`src/rtl/seg_reg_elastic.sv`:
```
// seg_reg_elastic
//   Elastic pipeline segment register: a valid/ready stage backed by a
//   2-entry skid buffer (main entry M at the head, skid entry S behind it).
//   Sustains one transfer per cycle. in_ready comes straight from a flop, so
//   the downstream stall never reaches upstream combinationally. When the
//   stage is empty, out_data shows the BUBBLE_VAL (NOP) payload.
//
//   Optional feature: define SEG_PERF_CNT_EN to build the saturating
//   stall/flush performance counters. Without it, both counters are tied to 0.
//
// Ports
//   clk        rising-edge clock
//   rst        synchronous active-high reset
//   flush      kill every held entry this cycle
//   in_valid   upstream payload valid
//   in_ready   stage can accept (registered)
//   in_data    upstream payload [DATA_W]
//   out_valid  downstream payload valid
//   out_ready  downstream accepts
//   out_data   head payload, or BUBBLE_VAL when empty [DATA_W]
//   occupancy  entries held, 0..2
//   stall_cnt  cycles with out_valid & !out_ready [CNT_W]
//   flush_cnt  flushes that killed at least one entry [CNT_W]
module seg_reg_elastic #(
    parameter int DATA_W     = 32,
    parameter     BUBBLE_VAL = 32'h0000_0033,
    parameter int CNT_W      = 16
) (
    input  logic              clk,
    input  logic              rst,
    input  logic              flush,
    input  logic              in_valid,
    output logic              in_ready,
    input  logic [DATA_W-1:0] in_data,
    output logic              out_valid,
    input  logic              out_ready,
    output logic [DATA_W-1:0] out_data,
    output logic [1:0]        occupancy,
    output logic [CNT_W-1:0]  stall_cnt,
    output logic [CNT_W-1:0]  flush_cnt
);

    localparam logic [DATA_W-1:0] BUBBLE = DATA_W'(BUBBLE_VAL);

    typedef enum logic [1:0] {
        EMPTY = 2'd0,
        ONE   = 2'd1,
        FULL  = 2'd2
    } state_t;

    state_t            state_p1, state_nxt;
    logic [DATA_W-1:0] m_data_p1, m_data_nxt;
    logic [DATA_W-1:0] s_data_p1, s_data_nxt;
    logic              rdy_p1;
    logic              m_vld_p1, s_vld_p1;
    logic              accept, pop;

    assign m_vld_p1  = (state_p1 != EMPTY);
    assign s_vld_p1  = (state_p1 == FULL);
    assign accept    = in_valid & rdy_p1;
    assign pop       = m_vld_p1 & out_ready;

    assign in_ready  = rdy_p1;
    assign out_valid = m_vld_p1;
    assign out_data  = m_vld_p1 ? m_data_p1 : BUBBLE;
    assign occupancy = {1'b0, m_vld_p1} + {1'b0, s_vld_p1};

    // Next state: flush overrides everything; an accept in the flush cycle
    // is dropped, while a pop in that cycle has already been taken downstream.
    always_comb begin
        state_nxt  = state_p1;
        m_data_nxt = m_data_p1;
        s_data_nxt = s_data_p1;
        if (flush) begin
            state_nxt  = EMPTY;
            m_data_nxt = BUBBLE;
            s_data_nxt = BUBBLE;
        end else begin
            case (state_p1)
                EMPTY: begin
                    if (accept) begin
                        state_nxt  = ONE;
                        m_data_nxt = in_data;
                    end
                end
                ONE: begin
                    if (accept && pop) begin
                        m_data_nxt = in_data;
                    end else if (accept) begin
                        state_nxt  = FULL;
                        s_data_nxt = in_data;
                    end else if (pop) begin
                        state_nxt  = EMPTY;
                    end
                end
                FULL: begin
                    if (pop) begin
                        state_nxt  = ONE;
                        m_data_nxt = s_data_p1;
                        s_data_nxt = BUBBLE;
                    end
                end
                default: begin
                    state_nxt = EMPTY;
                end
            endcase
        end
    end

    // Stage register: in_ready is held low through reset and otherwise
    // tracks "next state is not FULL", i.e. !S.valid.
    always_ff @(posedge clk) begin
        if (rst) begin
            state_p1  <= EMPTY;
            m_data_p1 <= BUBBLE;
            s_data_p1 <= BUBBLE;
            rdy_p1    <= 1'b0;
        end else begin
            state_p1  <= state_nxt;
            m_data_p1 <= m_data_nxt;
            s_data_p1 <= s_data_nxt;
            rdy_p1    <= (state_nxt != FULL);
        end
    end

`ifdef SEG_PERF_CNT_EN
    logic [CNT_W-1:0] stall_cnt_p1, flush_cnt_p1;

    function automatic logic [CNT_W-1:0] sat_inc(input logic [CNT_W-1:0] v);
        return (&v) ? v : v + CNT_W'(1);
    endfunction

    // Performance counters: saturate at all-ones, cleared only by reset.
    always_ff @(posedge clk) begin
        if (rst) begin
            stall_cnt_p1 <= '0;
            flush_cnt_p1 <= '0;
        end else begin
            if (out_valid && !out_ready && !flush)
                stall_cnt_p1 <= sat_inc(stall_cnt_p1);
            if (flush && (occupancy != 2'd0))
                flush_cnt_p1 <= sat_inc(flush_cnt_p1);
        end
    end

    assign stall_cnt = stall_cnt_p1;
    assign flush_cnt = flush_cnt_p1;
`else
    assign stall_cnt = '0;
    assign flush_cnt = '0;
`endif

endmodule

```
`config.mk`:
```
export PLATFORM = sky130hd
export DESIGN_NAME = seg_reg_elastic
export DESIGN_NICKNAME = d
export VERILOG_FILES = /design/src/rtl/seg_reg_elastic.sv
export SDC_FILE = /design/constraint.sdc
export NUM_CORES = 1
export LEC_CHECK = 0
export ABC_CLOCK_PERIOD_IN_PS = 2700
export CAP_MARGIN = 40
export CORE_MARGIN = 1
export CORE_UTILIZATION = 40
export DETAILED_ROUTE_END_ITERATION = 7
export GPL_TIMING_DRIVEN = 0
export PLACE_DENSITY = 0.77
export SYNTH_ARGS = -nofsm -noshare
export SYNTH_HDL_FRONTEND = slang
export SYNTH_SLANG_ARGS = --single-unit
```
`constraint.sdc`:
```
create_clock -name clk -period 2.7 [get_ports clk]
set_input_delay 0.27 -clock clk [delete_from_list [all_inputs] [get_ports clk]]
set_output_delay 0.27 -clock clk [all_outputs]
set_load 0.005 [all_outputs]
```
==> results_dict.tcl, run 1 <==
set metrics [dict create \
    status "finished, final reports clean" \
    path_max_fanout 10 \
    report.final.slew_viol_count 0 \
    cts-resized-gates 0 \
    grt_pass1_wl_um 12400 \
    leakagePower_nw 1.84 \
    worstPathRequired_ns 2.43 \
    start_util_pct 41.0 \
    clkTransAtPathRegs_ns 0.07 \
    vias 2928 \
    synth.largest_area_cell "dfxtp_1" \
    htreeDepth 3 \
    drv_cap 0 \
    wl_met3_um 410 \
    gr-total-overflow 0 \
    slew_headroom_pct 51.3 \
    diodes 0 \
    dp_cells 587 \
    ys_seq_elements 67 \
    grt_pass1_vias 2632 \
    drc_errors 0 \
    finalClockSkew_ns 0.00552 \
    crit_arrival_ns 2.19 \
    cts-root-buf "clkbuf_8" \
    cts_max_path_buffers 2 \
    worst-r2r-cell-count 4 \
    timing.hold.ws_ns 0.467 \
    firstDrtPassIters 7 \
    finish.utilization_pct 55.4 \
    vdd_ir_drop_max_v 0.000284 \
    dieArea_um2 8750 \
    cts_tree "done" \
    dp_slack_ns 0.480 \
    synth_area_um2 3350 \
    setup_slack_ns 0.242 \
    whs_path_depth 2 \
    crit_path_end_kind "output port" \
    seq_area_frac_synth_pct 40.0 \
    gp_congestion 0.791 \
    die_h_um 93.5 \
    worst_pin_slew_ns 0.730 \
    yosysMostFrequentCell "dfxtp_1" \
    antenna_found_initial 0 \
    num_rows 33 \
    yosysWarnings 0 \
    final_cell_count_no_fill 603 \
    ys_types 30 \
    first_iter_violations 115 \
    hold_path.class "reg -> reg" \
    ys_async_sr_fraction_pct 0 \
    die_w_um 93.5 \
    grt_setup_unrepaired "no" \
    syn_area_per_cell_um2 8.84 \
    hold_buffers 0 \
    ant_nets 0 \
    synthTopCellsByCount "dfxtp_1, buf_4, nor2_1, mux2i_1" \
    fin_tns_setup_ns 0 \
    r2r_slack_ns 0.97 \
    drt_wl_total_um 7880 \
    routed.top_layer "met4" \
    core-area_um2 8180 \
    yosys_most_used_dff "dfxtp_1" \
    crit_type "reg -> out" \
    cp-start-kind "flip-flop" \
    io_pins 105 \
    cts_setup_buffers 0 \
    synth_area_leaders "dfxtp_1, mux2i_1, a211oi_2" \
    setup_viol 0 \
    cts_sinks 67 \
    wl_met2_um 3900 \
    syn_to_final_growth_pct 35.2 \
    p_per_area_nw_per_um2 481 \
    clk_latency_ns 0.34 \
    met1Wirelength_um 3460 \
    synth_edf_count 0 \
    io_buffers 72 \
    grt_use_total_pct 18.3 \
    finalCritPeriodShare_pct 91.0 \
    max_freq_mhz 407 \
    nets 530 \
    finalWorstPathRequiredPeriod_ns 2.46 \
    synth_top_area_share_pct 40.0 \
    hold_violations 0 \
    grt_max_degree 12 \
    routedWlPerCell_um 13.1 \
    layout-drive-gt1-share_pct 18.5 \
    numCtsBuffers 9 \
    synth_cells 379 \
    place_hpwl_um 5810 \
    viasPerCell 4.86 \
]
-- stage by stage --
step | cell area, um2 | power [W]
finish | 4530 | 0.00218
global route | 4530 | 0.00225
CTS | 4530 | 0.00218
detailed placement | 4320 | 0.00130
global placement | 4320 | 0.00129
floorplan | 3470 | 0.00119
-- routing by layer --
| metal | track usage, % | vias up |
|---|---|---|
| met5 | 0 | - |
| met4 | 6.03 | 0 |
| met3 | 3.41 | 14 |
| met2 | 32.4 | 105 |
| met1 | 22.2 | 1351 |
| li1 | - | 1458 |
-- cell usage in the layout, fill, tap and decap left out, types with 5 or more instances in the layout --
| cell type | n |
|---|---|
| nor2b_1 | 29 |
| conb_1 | 32 |
| buf_2 | 8 |
| nor2_1 | 34 |
| or2_2 | 5 |
| buf_4 | 35 |
| nand3_1 | 28 |
| dfxtp_1 | 67 |
| clkbuf_1 | 20 |
| mux2i_1 | 33 |
| clkdlybuf4s50_1 | 72 |
| clkbuf_8 | 9 |
| a21oi_1 | 30 |
| nand2_1 | 30 |
| a211oi_2 | 24 |
-- worst max-delay path, cell delays in order, from the launching register on --
cell	delay [ns]
dfxtp_1	0.29
buf_2	0.18
nor2_2	0.28
clkbuf_1	0.37
or2_2	0.21
clkdlybuf4s50_1	0.51
-- power by group --
part / switching (W) / internal [W]
clock network: 0.000386 / 0.000518
logic: 0.000126 / 0.000133
registers: 0.00000942 / 0.00101
total: 0.000521 / 0.00166
-- flip-flops by register name, summed over array words and instances (netlist names) --
register / flops
state_p1: 2
m_data_p1: 32
s_data_p1: 32
in_ready: 1
-- logic make-up after synthesis --
| kind of cell | count (synthesis) | share of synthesized area (%) |
|---|---|---|
| buffers and inverters | 67 | 12.4 |
| other | 1 | 0.112 |
| AOI/OAI and AO/OA | 69 | 16.8 |
| muxes | 33 | 9.85 |
| DFF | 67 | 40.0 |
| and+or+nand+nor | 142 | 20.8 |
-- area by class of cell --
cell class | instances | area [um2]
Buffer | 64 | 404
Clock buffer | 11 | 131
Clock inverter | 5 | 77.6
Fill cell | 746 | 3640
Inverter | 3 | 11.3
Multi-Input combinational cell | 276 | 1710
Sequential cell | 67 | 1340
Tap cell | 105 | 131
Timing Repair Buffer | 72 | 721
-- worst paths after layout --
check          startpoint           end
min reg2reg  s_data_p1[3]  s_data_p1[3]
min          s_data_p1[3]  s_data_p1[3]
max reg2reg   state_p1[0]  m_data_p1[1]
max           state_p1[1]   out_data[4]
No activity file was read; power rests on OpenSTA's default activity.
==> run 2, diff against run 1 <==
Settings changed: CORE_ASPECT_RATIO from default to 1.1, DONT_BUFFER_PORTS from default to 1, PLACE_DENSITY 0.77 to 0.61.
==> run 2 against run 1 <==
Against the previous run: register-to-register slack about the same; non-clock buffer count decreased by 71; die area is essentially flat; clock power decreased by 21%; utilization is 8.2 points lower; flip-flop and latch count is the same; final cell count down 11%; global-route usage grew 0.27 points; sequential share of layout area increased by 5.9 points; critical path type unchanged; critical endpoint is now out_data[5]; largest cell class unchanged.
==> results_dict.tcl, run 2 (synthesis results as in run 1) <==
set metrics [dict create \
    firstDrtPassIters 4 \
    die_w_um 89.3 \
    switching_share_pct 25.0 \
    finish.utilization_pct 47.2 \
    htreeDepth 3 \
    drc_errors 0 \
    syn_to_final_growth_pct 12.6 \
    die_h_um 98.0 \
    cpLargestDelayFamily "simple AND/OR/NAND/NOR gates" \
    dieArea_um2 8750 \
    switching_power_w 0.000480 \
    routedWlPerCell_um 14.3 \
    sequentialPowerShare_pct 53.0 \
    finalWorstPathRequiredPeriod_ns 2.13 \
    ant_nets 0 \
    cts_tree "done" \
    worst-r2r-cell-count 4 \
    gr-total-overflow 0 \
    layout_common_cells "dfxtp_1, buf_4, nor2_1" \
    vdd_ir_drop_max_v 0.000260 \
    cts-root-buf "clkbuf_8" \
    report.final.slew_viol_count 0 \
    setup_viol 0 \
    crit_cells 4 \
    cts-resized-gates 0 \
    max_freq_mhz 469 \
    hold_path.class "in -> reg" \
    leakagePower_nw 1.56 \
    grt_setup_unrepaired "no" \
    grt_pass1_wl_um 12100 \
    layout-drive-gt1-share_pct 21.1 \
    top_regs "m_data_p1 x32, s_data_p1 x32, state_p1 x2" \
    first_iter_violations 99 \
    core-area_um2 8000 \
    io_buffers 0 \
    crit_path_end_kind "output port" \
    hold_violations 0 \
    crit_arrival_ns 1.86 \
    slew_headroom_pct 48.7 \
    crit_type "reg -> out" \
    finalCritPeriodShare_pct 79.0 \
    worstPathRequired_ns 2.43 \
    grt_pass1_vias 2407 \
    clkTransAtPathRegs_ns 0.07 \
    final_common_cell "dfxtp_1" \
    grt_max_degree 11 \
    fin_tns_setup_ns 0 \
    grt_use_total_pct 18.6 \
    status "finished, final reports clean" \
    path_max_fanout 10 \
    whs_path_depth 2 \
    numCtsBuffers 9 \
    cp-start-kind "flip-flop" \
    p_per_area_nw_per_um2 508 \
    antenna_found_initial 0 \
    cts_max_path_buffers 2 \
    cts_sinks 67 \
    num_rows 34 \
    vias 2562 \
    finalClockSkew_ns 0.0106 \
    max_stage_delay_ns 0.42 \
    intPower_w 0.00144 \
    gp_congestion 0.798 \
    diodes 0 \
    drv_cap 0 \
    start_util_pct 41.9 \
    nets 459 \
    clockPowerShare_pct 37.1 \
    place_hpwl_um 5410 \
    crit_chain "buf_2, nor2_1, clkbuf_1, or2_2" \
    path_buf_inv 2 \
    critPathSlowestCell "nor2_1" \
    power_frac_comb_pct 9.8 \
    clk_latency_ns 0.35 \
    worst_pin_slew_ns 0.770 \
    viasPerCell 4.80 \
    drt_wl_total_um 7610 \
    io_pins 105 \
]
[run 2: metrics by stage]
stage               hold WS, ns  area (um2)  cells  setup slack, ns  power (W)
floorplan                 0.339        3470    410             1.26    0.00119
finish                   0.0496        3770    534            0.566    0.00192
global route             0.0448        3770    534            0.393    0.00200
detailed placement        0.344        3600    518            0.873    0.00123
global placement          0.343        3600    518            0.892    0.00122
CTS                      0.0386        3770    534            0.494    0.00193
[run 2: routing by layer]
layer	part of all wire, %	GRT usage [%]	vias up
met5	0	0	-
met3	6.4	5.24	10
met4	1.5	7.69	0
li1	-	-	1313
met1	44	22.3	1164
met2	48	30.7	75
[run 2: timing repair]
item                      CTS  global route
buffers inserted            0             0
hold buffers                1             0
hold endpoints to repair    1             0
[run 2: worst paths after layout]
kind,from,to,slack [ns]
setup / recovery,state_p1[1],out_data[5],0.57
hold / removal,in_data[3],s_data_p1[3],0.05
setup reg to reg,state_p1[0],m_data_p1[1],0.96
hold reg to reg,s_data_p1[7],s_data_p1[7],0.46
[run 2: power by group through the flow]
| stage | Sequential, W | Combinational (W) | Clock (W) |
|---|---|---|---|
| after floorplan | 0.00104 | 0.000158 | 0 |
| after global placement | 0.00104 | 0.000185 | 0 |
| after detailed placement | 0.00104 | 0.000187 | 0 |
| after CTS | 0.00102 | 0.000189 | 0.000727 |
| after global routing | 0.00102 | 0.000213 | 0.000771 |
| final | 0.00102 | 0.000189 | 0.000712 |
[run 2: area by class of cell]
| type | instances | area, um2 |
|---|---|---|
| fill | 816 | 4220 |
| multi-input combinational | 276 | 1710 |
| sequential | 67 | 1340 |
| buffer | 64 | 404 |
| clock buffer | 12 | 145 |
| tap | 108 | 135 |
| clock inverter | 3 | 15.0 |
| inverter | 3 | 11.3 |
| timing repair buffer | 1 | 10.0 |
